### src/rtl/voice_allocator.sv
// Polyphony scheduler: takes note start/stop commands and assigns them to the
// phase_bank voice pool by retrigger, free slot or oldest-voice steal.
module voice_allocator #(
    parameter int NUM_VOICES = 10,
    parameter int STAMP_W    = 8
) (
    input  logic                    clk,
    input  logic                    i_rst,
    input  logic                    i_valid,
    input  logic [15:0]             i_data,
    output logic                    o_ready,
    input  logic [NUM_VOICES-1:0]   i_state,
    output logic [NUM_VOICES-1:0]   o_cmd,
    output logic [7*NUM_VOICES-1:0] o_midi,
    output logic [8*NUM_VOICES-1:0] o_vel,
    output logic                    o_done,
    output logic                    o_drop,
    output logic                    o_steal,
    output logic [3:0]              o_active
);

    localparam int IDX_W = (NUM_VOICES > 1) ? $clog2(NUM_VOICES) : 1;

    typedef enum logic [2:0] {
        S_IDLE,
        S_SCAN,
        S_APPLY,
        S_KILL,
        S_STOPALL,
        S_DROP,
        S_DONE
    } state_t;

    state_t state, state_nxt;

    logic               req_start;
    logic [6:0]         req_note;
    logic [7:0]         req_vel;

    logic [IDX_W-1:0]   k;
    logic               match_hit, free_hit;
    logic [IDX_W-1:0]   match_idx, free_idx, old_idx;
    logic [STAMP_W-1:0] old_age;
    logic               drop_flag, steal_flag;

    logic [6:0]         midi_r  [NUM_VOICES];
    logic [7:0]         vel_r   [NUM_VOICES];
    logic [STAMP_W-1:0] stamp_r [NUM_VOICES];
    logic [STAMP_W-1:0] stamp_now;

    logic               accept;
    logic               last_k;
    logic               scan_match, scan_free;
    logic [STAMP_W-1:0] age_k;
    logic [IDX_W-1:0]   target;
    logic               is_steal;
    logic [3:0]         active_cnt;

    assign o_ready    = (state == S_IDLE);
    assign accept     = i_valid && o_ready;
    assign last_k     = (k == IDX_W'(NUM_VOICES - 1));
    assign scan_match = o_cmd[k] && (midi_r[k] == req_note);
    assign scan_free  = !o_cmd[k] && !i_state[k];
    assign age_k      = stamp_now - stamp_r[k];
    assign target     = match_hit ? match_idx : (free_hit ? free_idx : old_idx);
    assign is_steal   = req_start && !match_hit && !free_hit;

    for (genvar g = 0; g < NUM_VOICES; g++) begin : g_flat
        assign o_midi[7*g +: 7] = midi_r[g];
        assign o_vel[8*g +: 8]  = vel_r[g];
    end

    always_ff @(posedge clk) begin
        if (i_rst) state <= S_IDLE;
        else       state <= state_nxt;
    end

    always_comb begin
        state_nxt = state;
        case (state)
            S_IDLE: begin
                if (accept) begin
                    if (!i_data[15] && (i_data[14:8] == 7'h7f)) state_nxt = S_STOPALL;
                    else                                      state_nxt = S_SCAN;
                end
            end
            S_SCAN: begin
                if (last_k) begin
                    if (req_start || match_hit || scan_match) state_nxt = S_APPLY;
                    else                                      state_nxt = S_DROP;
                end
            end
            S_APPLY:   state_nxt = is_steal ? S_KILL : S_DONE;
            S_KILL:    state_nxt = S_DONE;
            S_STOPALL: state_nxt = S_DONE;
            S_DROP:    state_nxt = S_DONE;
            S_DONE:    state_nxt = S_IDLE;
            default:   state_nxt = S_IDLE;
        endcase
    end

    // A killed voice is still counted as allocated during its one-cycle gap.
    always_comb begin
        active_cnt = '0;
        for (int i = 0; i < NUM_VOICES; i++) active_cnt = active_cnt + 4'(o_cmd[i]);
        if (state == S_KILL) active_cnt = active_cnt + 4'd1;
    end

    always_ff @(posedge clk) begin
        if (i_rst) begin
            o_cmd      <= '0;
            o_done     <= 1'b0;
            o_drop     <= 1'b0;
            o_steal    <= 1'b0;
            o_active   <= '0;
            stamp_now  <= '0;
            req_start  <= 1'b0;
            req_note   <= '0;
            req_vel    <= '0;
            k          <= '0;
            match_hit  <= 1'b0;
            free_hit   <= 1'b0;
            match_idx  <= '0;
            free_idx   <= '0;
            old_idx    <= '0;
            old_age    <= '0;
            drop_flag  <= 1'b0;
            steal_flag <= 1'b0;
            for (int i = 0; i < NUM_VOICES; i++) begin
                midi_r[i]  <= 7'h7f;
                vel_r[i]   <= '0;
                stamp_r[i] <= '0;
            end
        end else begin
            o_done   <= 1'b0;
            o_drop   <= 1'b0;
            o_steal  <= 1'b0;
            o_active <= active_cnt;
            case (state)
                S_IDLE: begin
                    if (accept) begin
                        req_start  <= i_data[15];
                        req_note   <= i_data[14:8];
                        req_vel    <= i_data[7:0];
                        k          <= '0;
                        match_hit  <= 1'b0;
                        free_hit   <= 1'b0;
                        drop_flag  <= 1'b0;
                        steal_flag <= 1'b0;
                    end
                end
                S_SCAN: begin
                    if (scan_match && !match_hit) begin
                        match_hit <= 1'b1;
                        match_idx <= k;
                    end
                    if (scan_free && !free_hit) begin
                        free_hit <= 1'b1;
                        free_idx <= k;
                    end
                    // Strict compare keeps the lowest index on equal ages.
                    if ((k == '0) || (age_k > old_age)) begin
                        old_idx <= k;
                        old_age <= age_k;
                    end
                    if (!last_k) k <= k + IDX_W'(1);
                end
                S_APPLY: begin
                    if (req_start) begin
                        if (is_steal) begin
                            o_cmd[target] <= 1'b0;
                        end else begin
                            o_cmd[target]   <= 1'b1;
                            midi_r[target]  <= req_note;
                            vel_r[target]   <= req_vel;
                            stamp_r[target] <= stamp_now;
                            stamp_now       <= stamp_now + STAMP_W'(1);
                        end
                    end else begin
                        o_cmd[target]  <= 1'b0;
                        midi_r[target] <= 7'h7f;
                    end
                end
                S_KILL: begin
                    o_cmd[target]   <= 1'b1;
                    midi_r[target]  <= req_note;
                    vel_r[target]   <= req_vel;
                    stamp_r[target] <= stamp_now;
                    stamp_now       <= stamp_now + STAMP_W'(1);
                    steal_flag      <= 1'b1;
                end
                S_STOPALL: begin
                    o_cmd <= '0;
                    for (int i = 0; i < NUM_VOICES; i++) midi_r[i] <= 7'h7f;
                end
                S_DROP: drop_flag <= 1'b1;
                S_DONE: begin
                    o_done  <= 1'b1;
                    o_drop  <= drop_flag;
                    o_steal <= steal_flag;
                end
                default: ;
            endcase
        end
    end

endmodule
### config.mk
export PLATFORM = sky130hd
export DESIGN_NAME = voice_allocator
export DESIGN_NICKNAME = d
export VERILOG_FILES = /design/src/rtl/voice_allocator.sv
export SDC_FILE = /design/constraint.sdc
export NUM_CORES = 1
export LEC_CHECK = 0
export CAP_MARGIN = 20
export CORE_ASPECT_RATIO = 1.5
export CORE_MARGIN = 3
export CORE_UTILIZATION = 60
export DETAILED_ROUTE_END_ITERATION = 8
export PLACE_DENSITY = 0.95
export SLEW_MARGIN = 10
export SYNTH_ARGS = -nofsm -noshare
export SYNTH_HDL_FRONTEND = slang
export SYNTH_SLANG_ARGS = --single-unit
### constraint.sdc
create_clock -name clk -period 7.91 [get_ports clk]
set_input_delay 0.791 -clock clk [delete_from_list [all_inputs] [get_ports clk]]
set_output_delay 0.791 -clock clk [all_outputs]
set_load 0.005 [all_outputs]
==> results list <==
- The flow ran to the end, and the final reports show no timing, DRC or antenna violations.
- Hold-fix buffers, CTS: 0
- Across the run, the number of max-cap violations was 0.
* Path class of the lowest-slack min-delay path: flip-flop to flip-flop
* Worst rel slew slack: 0.2199
- Synthesis-stage register bit count: 396
- Global routing met2 resource utilization: 0.5414
- The clock net in this run drives a total of 396 sinks.
* Class of the most critical setup path: flip-flop to flip-flop
- Along the worst path, the maximum fanout reaches 34.
- Final min period: 5.629 ns
* Worst path slowest cell: sky130_fd_sc_hd__dfxtp_2
- Postcts setup bufs: 0
- Placed cell area: 19190 um^2
- F_max: 177.7 MHz
- Depth of the CTS H-tree: 2
- TritonCTS clock tree: yes
* Fraction of the yosys area taken by sequential cells: 0.6583
- Average wire per standard cell: 26.18 um
- Of the available clock period, the critical path in the final layout requires 0.7116.
- Die Y: 211.6 um
- Setup violations remaining at the end of the flow were counted as 0.
- Avg Vias per Cell: 6.585
* Die ar.: 30270 um^2
* Max Transition Viols Final: 0
* Power Dens Cells: 245.4 nW/um^2
* Cell types occupying the most area after synthesis: sky130_fd_sc_hd__edfxtp_1, sky130_fd_sc_hd__mux4_2, sky130_fd_sc_hd__dfxtp_1, sky130_fd_sc_hd__nor2_1, sky130_fd_sc_hd__nand2_1
* CTS clk-pin slew, worst paths: 0.07 ns
* Mapped Nets: 1321
- Via count: 12050
- Main synth FF type: sky130_fd_sc_hd__edfxtp_1
* Worst clock skew: 0.01933 ns
- Data arrives at the worst endpoint at 6.06 ns.
* Vias in the first global route: 12190
- Most numerous cell in the Yosys netlist: sky130_fd_sc_hd__edfxtp_1
- Worst vdd rail ir drop: 199.8 uV
- Of the cells placed in the final design, the portion with a size suffix greater than 1 is 0.1130.
* Half-perimeter wire length after detailed placement: 31480 um
* GP Congestion: 0.8996
- Worst endpoint required time: 8.34 ns
- Once detail routing completed, the nets flagged for antenna violations numbered 0.
- Of all flip-flops after synthesis, the portion carrying an async set or reset was 0.
* Horizontal extent of the die: 143.1 um
* Core Box Area: 27500 um^2
- The analysis attributes to cell leakage a power of 6.826 nW.
- Synth area leader: sky130_fd_sc_hd__edfxtp_1
- Summing every instance area after synthesis gives 16910 um^2.
* Synth cell count leaders: sky130_fd_sc_hd__edfxtp_1, sky130_fd_sc_hd__nor2_1, sky130_fd_sc_hd__nand2_1
- The number of clock buffers added by TritonCTS is 36.
* Initial core utilization: 0.6148
* Cell-by-cell listing of the critical path: buf_4 > mux4_2 > mux4_2 > inv_1 > ha_1 > a21boi_0 > o21a_1 > o21a_1 > o21ai_0 > nor3b_1 > nor2_1 > ha_1 > nand3_1 > o41ai_1 > a21oi_1 > buf_4 > or3_1 > o41ai_2
* DRC: 0
* Total number of nets in the final design: 1518
- Share of Yosys cell area claimed by the top area cell type: 0.5683
- Input and output buffers added on the ports amount to 196.
- Total of warnings raised by yosys: 0
- Clk buf depth: 3
- Yosys mapped a number of flops with a built-in enable equal to 320.
* Number of filler instances in the final layout: 1546
* Unrepaired setup endpoints after global routing: false
- The initialized floorplan defines 74 standard-cell rows.
- Number of DRC violations after detailed-routing iteration 0: 1473
* Gr usage total: 0.3114
- met2 is the most crowded layer.
* Clock network latency to the later pin of the worst-skew pair: 0.54 ns
* Cell count after synthesis: 1262
* Total overflow reported by the global router: 0
- For met3 alone, demand over resource in global routing was 0.06350.
- Wire length of the first global-routing pass: 70400 um
- Mapped Avg Cell Area: 13.40 um^2
- Setup crit end kind: flip-flop
- The number of antenna violations at the first check in global routing came to 0.
* Combined area of the multi-input logic cells: 5255 um^2
- For the pin with the worst max-slew slack, the measured transition is 1.166 ns.
* Layout-stage area growth over the synthesis result: 20.58%
- STA classifies the critical path startpoint as a flip-flop.
- Entering global routing, the biggest net connects 55 pins.
- Post-route setup TNS: 0 ns
- Final count of hold timing violations: 0
- The largest single stage delay on the critical path is 0.97 ns.
- Synthesis instantiated 56 different standard cells from the library.
- The tree is rooted in a sky130_fd_sc_hd__clkbuf_16.
- Detailed-route wire length: 47910 um
* Global-route met1 utilization: 0.3596
- Register Area: 11140 um^2
* Post-route design area: 20390 um^2
- The pre-antenna-repair detailed-routing pass consisted of 8 iterations.
* Number of I/O pins: 197
- The number of gates resized after CTS was 0.
==> through the flow <==
step / power [W] / utilization / cells / worst slack (ns) / hold WS (ns)
2_1_floorplan: 0.003020 / - / 1262 / 2.715 / 0.4296
3_3_place_gp: 0.003221 / 0.6979 / 1759 / 2.529 / 0.4438
3_5_place_dp: 0.003272 / 0.6979 / 1759 / 2.379 / 0.4550
4_1_cts: 0.004963 / 0.7397 / 1825 / 2.252 / 0.4639
5_1_grt: 0.005138 / 0.7413 / 1829 / 2.049 / 0.4900
6_report: 0.005003 / 0.7414 / 1830 / 2.281 / 0.4640
==> registers in the layout (all words and copies together), names as in the netlist, named ones only <==
register,cells
vel_r,80
o_active,4
free_idx,4
steal_flag,1
k,4
old_idx,4
stamp_now,8
req_start,1
o_drop,1
req_vel,8
old_age,8
o_steal,1
req_note,7
match_idx,4
free_hit,1
o_done,1
state,3
drop_flag,1
match_hit,1
stamp_r,128
midi_r,112
==> worst max-delay path: cells and delay by family (launching register included) <==
kind,cells,cell delay [ns]
fa+ha+maj,2,0.57
simple gates,4,0.92
flops,1,0.97
mux,2,0.90
compound gates,7,1.27
buf+inv,3,0.86
==> cells by family (layout without fill, tap and decap cells) <==
group,count (synthesis),in the layout,share of synthesized area
AND/OR/NAND/NOR,465,465,0.1139
flip-flops,396,396,0.6583
adder cells (fa/ha/maj),30,30,0.02531
multiplexers,114,114,0.1208
other,0,1,0
XOR/XNOR,26,26,0.01347
AO/OA/AOI/OAI,105,105,0.03730
buffers and inverters,126,351,0.03086
==> routing by layer <==
| metal | share of wire | vias up |
|---|---|---|
| li1 | - | 4914 |
| met1 | 0.31 | 5777 |
| met2 | 0.51 | 1095 |
| met3 | 0.11 | 262 |
| met4 | 0.064 | 2 |
| met5 | 0.00083 | - |
==> cell type report <==
class | instances | share of cell area
Timing Repair Buffer | 226 | 0.1076
Clock inverter | 21 | 0.008531
Sequential cell | 396 | 0.5462
Tap cell | 342 | 0.02099
Clock buffer | 45 | 0.04787
Multi-Input combinational cell | 740 | 0.2578
Inverter | 59 | 0.01086
Antenna cell | 1 | 0.0001227
==> layout by cell type, fill, tap and decap left out, types with 15 or more instances in the layout <==
cell type,instances
sky130_fd_sc_hd__nand3_1,18
sky130_fd_sc_hd__o21ai_0,21
sky130_fd_sc_hd__nand2_1,158
sky130_fd_sc_hd__mux4_2,72
sky130_fd_sc_hd__nor2_1,232
sky130_fd_sc_hd__inv_1,59
sky130_fd_sc_hd__mux2i_1,41
sky130_fd_sc_hd__dfxtp_1,74
sky130_fd_sc_hd__ha_1,23
sky130_fd_sc_hd__edfxtp_1,320
sky130_fd_sc_hd__xnor2_1,15
sky130_fd_sc_hd__clkbuf_16,37
sky130_fd_sc_hd__buf_4,26
sky130_fd_sc_hd__a21oi_1,40
sky130_fd_sc_hd__clkdlybuf4s50_1,195
==> where the power goes <==
group          total, W  switching [W]  internal (W)
clock network   0.00172       0.000771      0.000951
logic          0.000839       0.000491      0.000348
registers       0.00244      0.0000976       0.00234
==> path summary, 6_finish.rpt <==
path / start / endpoint / slack [ns] / depth (start not counted)
setup / recovery: flip-flop / old_age[7]$_SDFFE_PP0P_ / 2.28 / 18
hold / removal: req_vel[0]$_SDFFE_PP0P_ / req_vel[0]$_SDFFE_PP0P_ / 0.46 / 2
setup reg to reg: flip-flop / old_age[7]$_SDFFE_PP0P_ / 2.28 / 18
hold reg to reg: req_vel[0]$_SDFFE_PP0P_ / req_vel[0]$_SDFFE_PP0P_ / 0.46 / 2
(Power assumes the default switching activity.)
